==> src/rtl/tlc_pkg.sv <==
// Shared types and encodings for the traffic-light request path.
// The direction encoding is shared with traffic_light_controller.
package tlc_pkg;

  typedef enum logic [1:0] {
    IDLE,
    ISSUE,
    HOLD
  } state_e;

  localparam logic [2:0] INSTR_NORMAL = 3'b000;
  localparam int         EMERG_BIT    = 2;

  localparam logic [1:0] DIR_N = 2'd0;
  localparam logic [1:0] DIR_E = 2'd1;
  localparam logic [1:0] DIR_S = 2'd2;
  localparam logic [1:0] DIR_W = 2'd3;

  // Round-robin pick: the first set bit at or after last+1, wrapping mod 4.
  function automatic logic [1:0] rr_pick(input logic [3:0] req, input logic [1:0] last);
    logic [1:0] idx;
    rr_pick = last + 2'd1;
    for (int i = 4; i >= 1; i--) begin
      idx = last + 2'(i);
      if (req[idx]) rr_pick = idx;
    end
  endfunction

endpackage

==> src/rtl/req_debouncer.sv <==
// Per-direction sensor debouncer; emits a one-cycle pulse when the sensor
// first completes DEBOUNCE consecutive high samples.
module req_debouncer #(
  parameter int DEBOUNCE = 3
) (
  input  logic clk,
  input  logic rst_n,
  input  logic req_i,
  output logic qualified_o
);

  localparam logic [3:0] DEB_MAX = 4'(DEBOUNCE);

  logic [3:0] cnt_q, cnt_d;

  // NOTE: cnt_d gets a default before any branch so no latch is inferred.
  always_comb begin
    cnt_d = cnt_q;
    if (!req_i)                cnt_d = 4'd0;
    else if (cnt_q != DEB_MAX) cnt_d = cnt_q + 4'd1;
  end

  // Saturation keeps a held sensor from pulsing again until it drops low.
  assign qualified_o = req_i && (cnt_q == DEB_MAX - 4'd1);

  // NOTE: sequential state uses non-blocking assignments only.
  always_ff @(posedge clk or negedge rst_n) begin
    if (!rst_n) cnt_q <= 4'd0;
    else        cnt_q <= cnt_d;
  end

endmodule

==> src/rtl/tlc_request_sequencer.sv <==
// Turns debounced ambulance sensors and a phase timer into the controller's
// valid/instruction stream, with round-robin emergencies and a post-emergency hold-off.
module tlc_request_sequencer
  import tlc_pkg::*;
#(
  parameter int DATA_WIDTH  = 3,
  parameter int NUM_DIRS    = 4,
  parameter int DEBOUNCE    = 3,
  parameter int HOLD_CYCLES = 5,
  parameter int PERIOD      = 16
) (
  input  logic                  clk,
  input  logic                  reset,
  input  logic [NUM_DIRS-1:0]   amb_req,
  output logic                  valid,
  output logic [DATA_WIDTH-1:0] instruction,
  output logic [NUM_DIRS-1:0]   pending,
  output logic                  busy
);

  if (DATA_WIDTH != 3 || NUM_DIRS != 4) begin : g_bad_shape
    $error("tlc_request_sequencer: DATA_WIDTH must be 3 and NUM_DIRS must be 4");
  end
  if (DEBOUNCE < 1 || DEBOUNCE > 15) begin : g_bad_debounce
    $error("tlc_request_sequencer: DEBOUNCE must be 1..15");
  end
  if (HOLD_CYCLES < 1 || HOLD_CYCLES > 255) begin : g_bad_hold
    $error("tlc_request_sequencer: HOLD_CYCLES must be 1..255");
  end
  if (PERIOD < 4 || PERIOD > 65535) begin : g_bad_period
    $error("tlc_request_sequencer: PERIOD must be 4..65535");
  end

  localparam logic [15:0] PERIOD_LAST = 16'(PERIOD - 1);
  localparam logic [7:0]  HOLD_LAST   = 8'(HOLD_CYCLES - 1);

  logic [NUM_DIRS-1:0]   qualified;
  logic [NUM_DIRS-1:0]   pending_q, pending_d;
  logic [1:0]            last_q;
  logic [1:0]            grant;
  logic                  emerg_go;
  state_e                state_q;
  logic [15:0]           period_q;
  logic [7:0]            hold_q;
  logic                  valid_q;
  logic                  busy_q;
  logic [DATA_WIDTH-1:0] instr_q;

  for (genvar d = 0; d < NUM_DIRS; d++) begin : g_deb
    req_debouncer #(
      .DEBOUNCE (DEBOUNCE)
    ) u_deb (
      .clk         (clk),
      .rst_n       (reset),
      .req_i       (amb_req[d]),
      .qualified_o (qualified[d])
    );
  end

  // Arbitration looks only at already-latched requests; a clear beats a same-edge set.
  always_comb begin
    grant     = rr_pick(pending_q, last_q);
    emerg_go  = (state_q == IDLE) && (|pending_q);
    pending_d = pending_q | qualified;
    if (emerg_go) pending_d[grant] = 1'b0;
  end

  always_ff @(posedge clk or negedge reset) begin
    if (!reset) begin
      state_q   <= IDLE;
      pending_q <= '0;
      last_q    <= 2'd3;
      period_q  <= 16'd0;
      hold_q    <= 8'd0;
      valid_q   <= 1'b0;
      busy_q    <= 1'b0;
      instr_q   <= INSTR_NORMAL;
    end else begin
      pending_q <= pending_d;
      valid_q   <= 1'b0;
      case (state_q)
        IDLE: begin
          if (emerg_go) begin
            state_q  <= ISSUE;
            valid_q  <= 1'b1;
            busy_q   <= 1'b1;
            instr_q  <= {1'b1, grant};
            last_q   <= grant;
            period_q <= 16'd0;
          end else if (period_q == PERIOD_LAST) begin
            state_q  <= ISSUE;
            valid_q  <= 1'b1;
            busy_q   <= 1'b1;
            instr_q  <= INSTR_NORMAL;
            period_q <= 16'd0;
          end else begin
            period_q <= period_q + 16'd1;
          end
        end
        ISSUE: begin
          if (instr_q[EMERG_BIT]) begin
            state_q <= HOLD;
            hold_q  <= HOLD_LAST;
          end else begin
            state_q <= IDLE;
            busy_q  <= 1'b0;
          end
        end
        HOLD: begin
          if (hold_q == 8'd0) begin
            state_q <= IDLE;
            busy_q  <= 1'b0;
          end else begin
            hold_q <= hold_q - 8'd1;
          end
        end
        default: begin
          state_q <= IDLE;
          busy_q  <= 1'b0;
        end
      endcase
    end
  end

  assign valid       = valid_q;
  assign instruction = instr_q;
  assign pending     = pending_q;
  assign busy        = busy_q;

endmodule

==> config.mk <==
export PLATFORM = sky130hd
export DESIGN_NAME = tlc_request_sequencer
export DESIGN_NICKNAME = d
export VERILOG_FILES = /design/src/rtl/tlc_pkg.sv /design/src/rtl/req_debouncer.sv /design/src/rtl/tlc_request_sequencer.sv
export SDC_FILE = /design/constraint.sdc
export NUM_CORES = 1
export LEC_CHECK = 0
export CAP_MARGIN = 20
export CORE_ASPECT_RATIO = 0.5
export CORE_MARGIN = 3
export CORE_UTILIZATION = 59
export DETAILED_ROUTE_END_ITERATION = 8
export GPL_TIMING_DRIVEN = 0
export HOLD_SLACK_MARGIN = 0.03
export MAX_ROUTING_LAYER = met4
export PLACE_DENSITY = 0.78
export SYNTH_ARGS = -nofsm -noshare
export SYNTH_HDL_FRONTEND = slang
export SYNTH_SLANG_ARGS = --single-unit
==> constraint.sdc <==
create_clock -name clk -period 2 [get_ports clk]
set_input_delay 0.2 -clock clk [delete_from_list [all_inputs] [get_ports clk]]
set_output_delay 0.2 -clock clk [all_outputs]
set_load 0.005 [all_outputs]
After elaboration in Yosys (flattened, before gate mapping)
Index checks and enable logic that the tools add are counted.

Register bits after elaboration: 53. Latch bits: 0. Bits in writable memories: 0. Memory bits (read-only): 0. Input port bits: 6. Output and inout bits: 9. Logic and storage cells: 109. Memories kept: 0.

Add/subtract/negate cells: 9. $mul: 0. Div/mod/pow operators: 0. Magnitude comparators: 6. Equal/unequal tests: 20. Shift-type cells: 0. Mux-type cells: 43. Bitwise operators: 3. Reductions and logical operators: 16.

Operator list (number): two-way mux 4 bit (9); two-way mux 16 bit (2); adder 16 x 1 -> 16 bit (second input constant) (1); adder 4 x 1 -> 4 bit (second input constant) (4); == test 16 x 4 -> 1 bit (second input constant) (1); == test 4 x 2 -> 1 bit (second input constant) (4); two-way mux 2 bit (8); two-way mux 8 bit (2); != test 4 x 2 -> 1 bit (second input constant) (4); one-hot mux 8 bit (2 select lines) (1); < comparator 2 x 3 -> 1 bit (second input constant) (5); two-way mux 1 bit (12); binary-select mux 1 bit (select 2 bit) (4); zero test 8 bit (1); != test 2 x 1 -> 1 bit (second input constant) (4); != test 2 bit (second input constant) (4); subtractor 8 x 1 -> 8 bit (second input constant) (1); logical AND 1 bit (6); two-way mux 3 bit (2); one-hot mux 2 bit (3 select lines) (1); AND reduction 2 bit (3); AND reduction 3 bit (2); adder 2 bit (second input constant) (2); AND 4 bit (1); 12 further kinds (13).

Longest topological paths before layout
Word-level depth: 13. Gate-level depth with buffers: 8. Mapped depth without buffers: 6.

Hierarchy
Synthesis repeated with hierarchy kept, for this count alone.

Cell total of the unflattened synthesis: 279. Area, all modules: 2788.9 um2.

By module, submodules not included: tlc_request_sequencer (times used 1, cells an instance 187, area each 1818.0 um2, seq. area each 928.4 um2); req_debouncer (times used 4, cells an instance 23, area each 242.7 um2, seq. area each 100.1 um2).

Worst setup path after synthesis
OpenSTA, ideal clock, no wires.

Path kind: reg2reg. Start: register period_q[0]. End: register period_q[11]. Library setup time: 71 ps. Data arrival time: 1665 ps. Data required time: 1929 ps. Slack: 264 ps. Stages on the path, launching flop included: 9. Buffers on the path: 3. Clock period less this slack: 1736 ps. Path through: dfrtp_1 -> ha_1 -> and3_1 -> clkbuf_1 -> and4_1 -> buf_4 -> o21a_2 -> buf_4 -> nor2_1.

Word-level cells in the longest chain between the ends: 3. Elaborated cells between the ends (all ways): 4. Those cells by class: add/sub: 1; eq/ne: 1; mux: 2.

RTL lines: start, declared (RTL line tlc_request_sequencer.sv:43) `logic [15:0] period_q;`; start signal, assigned (RTL line tlc_request_sequencer.sv:97) `period_q <= period_q + 16'd1;`; adder 16 x 1 -> 16 bit or == test 16 x 4 -> 1 bit (tied branches) (RTL line tlc_request_sequencer.sv:97, tlc_request_sequencer.sv:90); two-way mux 16 bit (*) (RTL line tlc_request_sequencer.sv:90) `end else if (period_q == PERIOD_LAST) begin`; two-way mux 16 bit (*) (RTL line tlc_request_sequencer.sv:83) `if (emerg_go) begin`.

Mark *: on every way between the ends. The rest lies on a longest branch, timed or not. A chain may end at the register's enable or synchronous reset.

Worst setup path after layout
Start: register period_q[0]. End: register period_q[3].

The elaborated chain is that of the path after synthesis.

==> impl_metrics.yaml <==
outcome:
  status: "finished clean"
synthesis:
  synth.top_cell.area_share_pct: 46.1
  synth-warning-count: 0
  yosysTopAreaCell: "dfrtp_1"
  ys_ff_latch: 53
  synthesis.area_um2: 2770
  yosys-top-cells-area: "dfrtp_1, ha_1, xnor2_1"
  avgSynthCellArea_um2: 10.2
  syn-instance-count: 271
  yosysSeqAreaShare_pct: 48.0
  synth_edf_count: 0
  synth_fp_nets: 288
  synthArstFlopShare_pct: 100
  synth.distinct_cells: 52
  synth-main-ff-cell: "dfrtp_1"
timing:
  rsz0062_at_grt: "false"
  finalSetupViolCount: 0
  worst_slew_pin_slew_ps: 563
  maxSlewHeadroom_pct: 62.0
  min_period_over_period_pct: 94.2
  finClkSkew_ps: 12.5
  min_period_ps: 1880
  hold_viol: 0
  fmax_mhz: 531
  drv_slew: 0
layout:
  n_fill_cell: 300
  nNetsFinal: 310
  area_growth_pct: 12.7
  diodes: 0
  final_core_util_pct: 74.2
  stdcell_count: 348
  layout-drive-gt1-share_pct: 8.84
detailed_routing:
  postRouteAntennaNets: 0
  post-route-drc-count: 0
  drtIter0Drc: 77
  wirelength_um: 5000
  vias_per_cell: 5.87
  wire_per_inst_um: 14.4
  drt_pass1_iterations: 4
  vias: 2042
clocking:
  cts_made_buffers: 5
  insertion_delay_ps: 310
  path_clk_slew_ps: 100
  cts_buffer_depth: 2
  clock_sinks: 53
  cts_root_buffer: "clkbuf_8"
  h-tree-depth: 2
  cts_tree: "done"
critical_path:
  cp_max_fo: 10
  cp.required_ps: 2240
  r2r_start: "period_q[0]$_DFFE_PN0N_"
  crit_start: "period_q[0]$_DFFE_PN0N_"
  critical_path_class: "reg2reg"
  end_kind: "flip-flop"
  start_kind: "flip-flop"
  crit_chain: "ha_1 > and3_2 > and4_1 > buf_4 > o21a_2 > buf_4 > nor2_1"
  worst_path_most_repeated_cell: "buf_4"
  crit_arrival_ps: 2120
  cp_slowest_stage_delay_ps: 450
  worst_path_max_delay_cell: "dfrtp_2"
placed_design:
  portBuffers: 14
  gp_congestion: 0.806
  hpwl_um: 3630
  dp_cells: 340
grt:
  grt_overflow: 0
  antenna_found_initial: 0
  grt_pass1_vias: 1928
  grt_pass1_wl_um: 8940
  grt_start_max_net_pins: 37
  grt_usage_pct: 21.6
power_and_ir_drop:
  power_mw: 3.99
  vdd_drop_max_mv: 0.870
  power_leakage_nw: 1.39
  p_per_area_nw_per_um2: 1280
floorplanning:
  io_pins: 15
  die_h_um: 54.4
  floorplan.initialDensity_pct: 65.9
  core_um2: 4200
  die-area_um2: 5600
  dieWidth_um: 103
  row_count: 16
worst_hold_path:
  min_path_type: "in2async"
run:
  cap_violations: 0
timing repair:
action	4_1_cts	5_1_grt
buffers inserted	0	0
hold endpoints to repair	17	0
hold buffers	1	0
endpoints found under the setup margin	9	9
resized for setup	0	2
sequential cells by signal, summed over array words and instances, names as in the netlist:
| signal | count |
|---|---|
| g_deb.u_deb.cnt_q | 16 |
| state_q | 2 |
| valid | 1 |
| period_q | 16 |
| pending | 4 |
| hold_q | 8 |
| busy | 1 |
| instruction | 3 |
| last_q | 2 |
cells in the mapped netlist (all sizes together) (2+ instances only):
library cell / instances
inv: 14
or4: 4
mux2i: 2
a31oi: 6
or3: 2
and3: 3
xnor2: 11
o311ai: 3
nor2: 24
nand2: 20
dfstp: 2
a21o: 2
clkbuf: 5
ha: 11
a21boi: 4
buf: 2
o22ai: 3
and4: 3
nand3b: 5
or2: 2
nor3: 2
nor4: 8
o211a: 4
o21ai: 6
o22a: 2
nor3b: 2
o21a: 3
a21oi: 9
dfrtp: 51
nand3: 10
o31ai: 4
and2: 8
nand2b: 6
o21bai: 2
nand4: 8
xor2: 9
stage by stage:
step | hold WS, ps | setup WS (ps) | setup TNS, ps | cell area (µm²)
after floorplan | -95.6 | 264 | 0 | 2770
after global placement | 496 | -800 | -41180 | 2980
after detailed placement | 158 | -11.3 | -39.4 | 2990
after CTS | 354 | 72.1 | 0 | 3120
after global routing | 392 | 20.6 | 0 | 3120
final | 363 | 116 | 0 | 3120
logic make-up (layout without fill, tap and decap cells):
group / count (synthesis) / after routing / share of synthesized area [%]
and+or+nand+nor: 110 / 110 / 21.6
AOI/OAI and AO/OA: 54 / 54 / 15.2
DFF: 53 / 53 / 48.0
buffers and inverters: 21 / 44 / 3.12
xor gates and xnor gates: 20 / 20 / 6.33
adders and majority gates: 11 / 11 / 4.97
muxes: 2 / 2 / 0.723
cells in the final DEF, fill, tap and decap left out, types with 3 or more instances in the layout:
master / Yosys / layout
xor2_1: 9 / 9
a21boi_0: 4 / 4
nand2_1: 20 / 20
dfrtp_1: 51 / 50
nor2_1: 24 / 24
o31ai_1: 3 / 3
nand3_1: 10 / 10
clkdlybuf4s50_1: 0 / 13
inv_1: 14 / 14
nand3b_1: 5 / 5
a21oi_1: 9 / 9
clkbuf_1: 5 / 4
nand4_1: 8 / 8
a31oi_1: 6 / 6
o22ai_1: 3 / 3
and4_1: 3 / 3
nor4_1: 8 / 8
xnor2_1: 11 / 11
clkbuf_8: 0 / 6
and2_1: 8 / 8
nand2b_1: 6 / 6
o211a_1: 4 / 4
o21ai_0: 5 / 5
ha_1: 11 / 11
worst paths after layout:
check	endpoint	slack [ps]	cells after the start
min in group clk	busy$_DFFE_PN0P_	520	1
worst min register to register	busy$_DFFE_PN0P_	520	1
max in group asynchronous	last_q[1]$_DFFE_PN1P_	1030	3
worst max register to register	period_q[3]$_DFFE_PN0N_	120	7
worst max-delay path	period_q[3]$_DFFE_PN0N_	120	7
worst min-delay path	hold_q[7]$_DFFE_PN0P_	360	2
cell type report:
class,count,area (µm²),area share [%]
Buffer,6,30.0,0.962
Clock buffer,6,82.6,2.65
Clock inverter,2,37.5,1.20
Inverter,14,52.6,1.68
Multi-Input combinational cell,197,1360,43.4
Sequential cell,53,1330,42.6
Tap cell,54,67.6,2.17
Timing Repair Buffer,16,165,5.29
per-layer routing:
| metal | share of wire, % | vias up | global-route usage [%] |
|---|---|---|---|
| li1 | - | 1021 | - |
| met1 | 52 | 972 | 28.6 |
| met2 | 44 | 43 | 33.1 |
| met3 | 3.7 | 6 | 5.47 |
| met4 | 0.96 | 0 | 6.88 |
| met5 | 0 | - | - |
power by group:
part	switching (mW)	leakage (nW)	internal, mW
logic	0.888	0.633	0.724
clock network	0.356	0.0574	0.407
registers	0.270	0.695	1.35
total	1.51	1.39	2.48
critical path: cells and delay by family (launching register included):
family          cells  cell delay, ps
compound gates      1             270
fa+ha+maj           1             210
buf+inv             2             350
flops               1             450
simple gates        3             530
Note: power is estimated with default switching activity, not from simulation.
